### config.mk
export PLATFORM = sky130hd
export DESIGN_NAME = div_seq_flat
export DESIGN_NICKNAME = d
export VERILOG_FILES = /design/src/rtl/div_seq_if.sv /design/src/rtl/div_seq.sv /design/src/flat_wrapper.sv
export SDC_FILE = /design/constraint.sdc
export NUM_CORES = 1
export LEC_CHECK = 0
export ABC_AREA = 0
export CORE_MARGIN = 4
export CORE_UTILIZATION = 52
export DETAILED_ROUTE_END_ITERATION = 16
export PLACE_DENSITY = 0.74
export SLEW_MARGIN = 20
export SYNTH_ARGS = -nofsm -noshare
export SYNTH_HDL_FRONTEND = slang
export SYNTH_SLANG_ARGS = --single-unit
### constraint.sdc
create_clock -name clk -period 4.23 [get_ports clk]
set_input_delay 0.423 -clock clk [delete_from_list [all_inputs] [get_ports clk]]
set_output_delay 0.423 -clock clk [all_outputs]
set_load 0.02 [all_outputs]
### src/rtl/div_seq_if.sv
// ----------------------------------------------------------------------------
// div_seq_if : decode/execute handshake bundle for the sequential divider
// Rev 1.0
// ----------------------------------------------------------------------------
`default_nettype none

interface div_seq_if #(
  parameter int XLEN = 32
);
  logic            start;
  logic [1:0]      op;
  logic [XLEN-1:0] dividend;
  logic [XLEN-1:0] divisor;
  logic            flush;
  logic            busy;
  logic            stall;
  logic            done;
  logic [XLEN-1:0] result;
  logic            illegal;

  modport master (
    output start, op, dividend, divisor, flush,
    input  busy, stall, done, result, illegal
  );

  modport slave (
    input  start, op, dividend, divisor, flush,
    output busy, stall, done, result, illegal
  );
endinterface

`default_nettype wire

### src/rtl/div_seq.sv
// ----------------------------------------------------------------------------
// div_seq : RV32M radix-2 restoring DIV/DIVU/REM/REMU sequencer
// Optional feature macro: DIV_SEQ_REM_EN (REM/REMU support).   Rev 1.0
// ----------------------------------------------------------------------------
`default_nettype none

module div_seq #(
  parameter int XLEN = 32
) (
  input wire logic    clk,
  input wire logic    rst_n,
  div_seq_if.slave    bus
);

  localparam int CW = $clog2(XLEN);

  localparam logic [2:0] c_IDLE = 3'd0;
  localparam logic [2:0] c_PREP = 3'd1;
  localparam logic [2:0] c_ITER = 3'd2;
  localparam logic [2:0] c_FIX  = 3'd3;
  localparam logic [2:0] c_DONE = 3'd4;

  localparam logic [XLEN-1:0] c_MIN = {1'b1, {(XLEN-1){1'b0}}};

  logic [2:0]      state_q,  state_d;
  logic [XLEN-1:0] quo_q,    quo_d;
  logic [XLEN-1:0] rem_q,    rem_d;
  logic [XLEN-1:0] dabs_q,   dabs_d;
  logic [CW-1:0]   cnt_q,    cnt_d;
  logic            sgn_q,    sgn_d;
  logic            qneg_q,   qneg_d;
  logic [XLEN-1:0] result_q, result_d;
  logic            busy_q,   busy_d;
  logic            done_q,   done_d;
  logic            illegal_q, illegal_d;
`ifdef DIV_SEQ_REM_EN
  logic            rsel_q,   rsel_d;
  logic            rneg_q,   rneg_d;
`endif

  logic            w_legal;
  logic            w_dvd_neg;
  logic            w_dvs_neg;
  logic [XLEN-1:0] w_dvd_abs;
  logic [XLEN-1:0] w_dvs_abs;
  logic            w_ovf;
  logic [XLEN:0]   w_rem_sh;
  logic [XLEN:0]   w_trial;
  logic [XLEN-1:0] w_quo_fix;

`ifdef DIV_SEQ_REM_EN
  assign w_legal = 1'b1;
`else
  assign w_legal = ~bus.op[1];
`endif

  // In PREP quo_q/dabs_q still hold the raw operands latched at accept.
  assign w_dvd_neg = sgn_q & quo_q[XLEN-1];
  assign w_dvs_neg = sgn_q & dabs_q[XLEN-1];
  assign w_dvd_abs = w_dvd_neg ? -quo_q  : quo_q;
  assign w_dvs_abs = w_dvs_neg ? -dabs_q : dabs_q;
  assign w_ovf     = sgn_q & (quo_q == c_MIN) & (dabs_q == '1);

  assign w_rem_sh  = {rem_q, quo_q[XLEN-1]};
  assign w_trial   = w_rem_sh - {1'b0, dabs_q};
  assign w_quo_fix = qneg_q ? -quo_q : quo_q;

  always_comb begin
    state_d  = state_q;
    quo_d    = quo_q;
    rem_d    = rem_q;
    dabs_d   = dabs_q;
    cnt_d    = cnt_q;
    sgn_d    = sgn_q;
    qneg_d   = qneg_q;
    result_d = result_q;
`ifdef DIV_SEQ_REM_EN
    rsel_d   = rsel_q;
    rneg_d   = rneg_q;
`endif
    case (state_q)
      c_IDLE: begin
        if (bus.start && w_legal) begin
          state_d = c_PREP;
          quo_d   = bus.dividend;
          dabs_d  = bus.divisor;
          sgn_d   = ~bus.op[0];
`ifdef DIV_SEQ_REM_EN
          rsel_d  = bus.op[1];
`endif
        end
      end
      c_PREP: begin
        quo_d  = w_dvd_abs;
        rem_d  = '0;
        dabs_d = w_dvs_abs;
        cnt_d  = CW'(XLEN-1);
        qneg_d = w_dvd_neg ^ w_dvs_neg;
`ifdef DIV_SEQ_REM_EN
        rneg_d = w_dvd_neg;
`endif
        if (dabs_q == '0) begin
          state_d = c_DONE;
`ifdef DIV_SEQ_REM_EN
          result_d = rsel_q ? quo_q : '1;
`else
          result_d = '1;
`endif
        end else if (w_ovf) begin
          state_d = c_DONE;
`ifdef DIV_SEQ_REM_EN
          result_d = rsel_q ? '0 : c_MIN;
`else
          result_d = c_MIN;
`endif
        end else begin
          state_d = c_ITER;
        end
      end
      c_ITER: begin
        if (!w_trial[XLEN]) begin
          rem_d = w_trial[XLEN-1:0];
          quo_d = {quo_q[XLEN-2:0], 1'b1};
        end else begin
          rem_d = w_rem_sh[XLEN-1:0];
          quo_d = {quo_q[XLEN-2:0], 1'b0};
        end
        cnt_d = cnt_q - 1'b1;
        if (cnt_q == '0) state_d = c_FIX;
      end
      c_FIX: begin
        state_d = c_DONE;
`ifdef DIV_SEQ_REM_EN
        result_d = rsel_q ? (rneg_q ? -rem_q : rem_q) : w_quo_fix;
`else
        result_d = w_quo_fix;
`endif
      end
      c_DONE:  state_d = c_IDLE;
      default: state_d = c_IDLE;
    endcase

    // Flush aborts silently and must not disturb the last delivered result.
    if (bus.flush) begin
      state_d  = c_IDLE;
      result_d = result_q;
    end
  end

  assign busy_d    = (state_d == c_PREP) || (state_d == c_ITER) || (state_d == c_FIX);
  assign done_d    = (state_d == c_DONE);
  assign illegal_d = (state_q == c_IDLE) && bus.start && !w_legal && !bus.flush;

  always_ff @(posedge clk) begin
    if (!rst_n) begin
      state_q   <= c_IDLE;
      quo_q     <= '0;
      rem_q     <= '0;
      dabs_q    <= '0;
      cnt_q     <= '0;
      sgn_q     <= 1'b0;
      qneg_q    <= 1'b0;
      result_q  <= '0;
      busy_q    <= 1'b0;
      done_q    <= 1'b0;
      illegal_q <= 1'b0;
`ifdef DIV_SEQ_REM_EN
      rsel_q    <= 1'b0;
      rneg_q    <= 1'b0;
`endif
    end else begin
      state_q   <= state_d;
      quo_q     <= quo_d;
      rem_q     <= rem_d;
      dabs_q    <= dabs_d;
      cnt_q     <= cnt_d;
      sgn_q     <= sgn_d;
      qneg_q    <= qneg_d;
      result_q  <= result_d;
      busy_q    <= busy_d;
      done_q    <= done_d;
      illegal_q <= illegal_d;
`ifdef DIV_SEQ_REM_EN
      rsel_q    <= rsel_d;
      rneg_q    <= rneg_d;
`endif
    end
  end

  assign bus.busy    = busy_q;
  assign bus.stall   = (bus.start && (state_q == c_IDLE) && w_legal) || busy_q;
  assign bus.done    = done_q;
  assign bus.result  = result_q;
  assign bus.illegal = illegal_q;

endmodule

`default_nettype wire
### src/flat_wrapper.sv
// flat-port wrapper written by rule: the top's interface ports become plain ports
module div_seq_flat 
#(
  parameter int XLEN = 32
)
  (clk, rst_n, bus_start, bus_op, bus_dividend, bus_divisor, bus_flush, bus_busy, bus_stall, bus_done, bus_result, bus_illegal);
  div_seq_if #(.XLEN(XLEN)) bus_i ();
  input wire logic clk;
  input wire logic rst_n;
  input wire logic [$bits(bus_i.start)-1:0] bus_start;
  input wire logic [$bits(bus_i.op)-1:0] bus_op;
  input wire logic [$bits(bus_i.dividend)-1:0] bus_dividend;
  input wire logic [$bits(bus_i.divisor)-1:0] bus_divisor;
  input wire logic [$bits(bus_i.flush)-1:0] bus_flush;
  output wire logic [$bits(bus_i.busy)-1:0] bus_busy;
  output wire logic [$bits(bus_i.stall)-1:0] bus_stall;
  output wire logic [$bits(bus_i.done)-1:0] bus_done;
  output wire logic [$bits(bus_i.result)-1:0] bus_result;
  output wire logic [$bits(bus_i.illegal)-1:0] bus_illegal;
  assign bus_i.start = bus_start;
  assign bus_i.op = bus_op;
  assign bus_i.dividend = bus_dividend;
  assign bus_i.divisor = bus_divisor;
  assign bus_i.flush = bus_flush;
  assign bus_busy = bus_i.busy;
  assign bus_stall = bus_i.stall;
  assign bus_done = bus_i.done;
  assign bus_result = bus_i.result;
  assign bus_illegal = bus_i.illegal;
  div_seq #(.XLEN(XLEN)) u_core (.clk(clk), .rst_n(rst_n), .bus(bus_i));
endmodule
==> run metrics <==
setup repair bufs after CTS 0; Async SR Flop Fraction 0%; unrepaired setup endpoints after global routing false; startpoint types flip-flop; Post-synth EDFFs 0; max frequency between 200 and 300 MHz; CTS Hold Bufs 0; syn avg cell area 7.412 um^2; Post-Route Utilization roughly 63%; # DRC 0; Placed Instances about 1600; antenna violations before repair 0; clk sinks roughly 140; Data arrival, critical path slightly above 4 ns; clock latency on the worst-skew pair between 0.4 and 0.5 ns; DR vias/cell 6.370; Slew @ Worst Pin around 1.1 ns; Seq cells post-synth around 140; CP Cell Sequence inv_1 -> ha_1 -> fa_1 -> nand2b_1 -> a21oi_1 -> a31oi_1 -> o211a_1 -> a21oi_1 -> o221ai_4 -> xnor2_2 -> buf_4 -> buf_4 -> nand3_1 -> nand3_1; GRT met1 Usage 36.89%; hold crit path type reg2reg; antenna cell count 0; gr usage total roughly 27%; slew margin rel. about a quarter; setup TNS 0 ns; crit path capture type flip-flop; Rows 49; post-synthesis sequential area ratio between 20% and 30%; CP max FO 14; total of max-cap violations 0; CP Data Required Time between 4 and 5 ns; non-filler cells, final 1590; drt wl/cell about 18 um; total die area approximately 21000 um^2; busiest grt layer met2; layout cell share with drive strength beyond 1 roughly 6.7%; syn_nets 1415; number of routed nets with antenna violations 0; Synth Flop Type dfxtp_1; Initial Utilization a little over half; clk_skew roughly 0.014 ns; Max stage delay cell, worst path fa_1; area delta synth->final 17.32%; CTS resizes 0; Core Area roughly 18000 um^2; vias in the first global route between 9000 and 10000; Port Buffers approximately 110; Die Y about 140 um; Final Hold Viols 0; leakage power roughly 4.3 nW; Final Cycle Share about nine tenths; Min Clock Period, post-route between 3 and 4 ns; clock tree root buffer cell clkbuf_16; Finish-stage setup viols 0; post-DP HPWL between 20000 and 25000 um; H-tree Lvls 4; Warnings, synthesis 0; status finished clean; GRT overflow 0; initial DRC count 947; routability cong. about 0.94; total number of vias approximately 10000; mapped cell area 9694 um^2; met2 Use GR roughly 45%; first-pass GRT wire length 46620 um; routed wire length just under 30000 um; Boundary Pins 106; most frequent cells in the layout 141 x dfxtp_1, 135 x nor2_1, 114 x nand2_1, 109 x a21oi_1, 105 x clkdlybuf4s50_1; commonest non-fill, non-tap cell in the layout dfxtp_1; cells after synthesis roughly 1300; met3 usage approximately 4.3%; synth unique cells 77; clock-pin slew on the worst setup and hold paths about 0.07 ns; CTS Buffer Depth 2; pwr dens about 330 nW/um^2; max incr delay on CP ~0.38 ns; Design Power about 0.0037 W; largest net degree at the start of global routing between 70 and 80; Max IR drop VDD approximately 0.27 mV; Nets approximately 1500; crit path kind reg2reg; WHS ~0.47 ns; max-slew violations 0; number of clock buffers inserted by TritonCTS 17; Pre-antenna DRT Iters 5; die width 144.5 um; TritonCTS clock tree built
critical path, delay by kind of cell (launching register included):
kind | cells | cell delay, ns
xor gates and xnor gates | 1 | 0.34
DFF | 1 | 0.33
adders and majority gates | 2 | 0.60
AOI/OAI and AO/OA | 5 | 1.42
and+or+nand+nor | 3 | 0.41
buffers and inverters | 3 | 0.57
synth_stat cells, types with 16 or more instances:
library cell / count / area (um^2)
a211oi_1: 31 / 232.7
o21ai_0: 83 / 415.4
a21oi_1: 109 / 545.5
clkbuf_1: 82 / 307.8
nand4_1: 16 / 100.1
a221o_1: 19 / 190.2
nor3_1: 41 / 205.2
inv_1: 47 / 176.4
nor2_1: 139 / 521.8
a22oi_1: 31 / 232.7
xor2_1: 33 / 289.0
ha_1: 36 / 450.4
xnor2_1: 26 / 227.7
nand3_1: 85 / 425.4
nand2_1: 114 / 427.9
o31ai_1: 17 / 127.6
dfxtp_1: 141 / 2823
per-layer routing:
layer,share of wire [%],vias up
met5,0,-
met4,2.8,0
met3,6.7,59
met2,47,398
met1,44,4772
li1,-,4899
cells by family after synthesis:
logic type / count (synthesis) / share of synthesized area (%)
mux: 6 / 0.6324
simple gates: 512 / 25.94
xor+xnor: 59 / 5.330
compound gates: 400 / 27.72
flops: 141 / 29.12
fa+ha+maj: 37 / 4.853
buf+inv: 153 / 6.402
flip-flops by register name (all words and copies together) (netlist names):
name and count:
u_core.bus.result 32, u_core.dabs_q 32, u_core.quo_q 32, u_core.rem_q 32, u_core.cnt_q 5, u_core.state_q 3
u_core.bus.busy 1, u_core.bus.done 1, u_core.bus.illegal 1, u_core.qneg_q 1, u_core.sgn_q 1
layout make-up:
type | instances | area (um^2)
Tap cell | 229 | 286.5
Timing Repair Buffer | 126 | 1209
Clock inverter | 14 | 128.9
Sequential cell | 141 | 2823
Multi-Input combinational cell | 1014 | 6317
Inverter | 48 | 180.2
Fill cell | 1677 | 6774
Clock buffer | 18 | 429.2
through the flow:
step	setup WS, ns	cell area, um^2
after floorplan	0.8792	9694
after global placement	0.6926	10820
after detailed placement	0.5629	10820
after CTS	0.5428	11370
after global routing	0.2553	11370
final	0.5049	11370
final timing paths:
kind	start	endpoint	slack (ns)	depth (start not counted)
hold / removal	u_core.bus.result[28]	u_core.bus.result[28]	0.47	2
setup / recovery	u_core.quo_q[31]	u_core.rem_q[8]	0.50	14
hold reg to reg	u_core.bus.result[28]	u_core.bus.result[28]	0.47	2
setup reg to reg	u_core.quo_q[31]	u_core.rem_q[8]	0.50	14
where the power goes:
part	total, W	internal (W)	switching, W
Combinational	0.000826	0.000345	0.000481
Clock	0.00146	0.000775	0.000683
Sequential	0.00145	0.00138	0.0000771
Total	0.00374	0.00249	0.00124
Note: power is estimated with default switching activity, not from simulation.
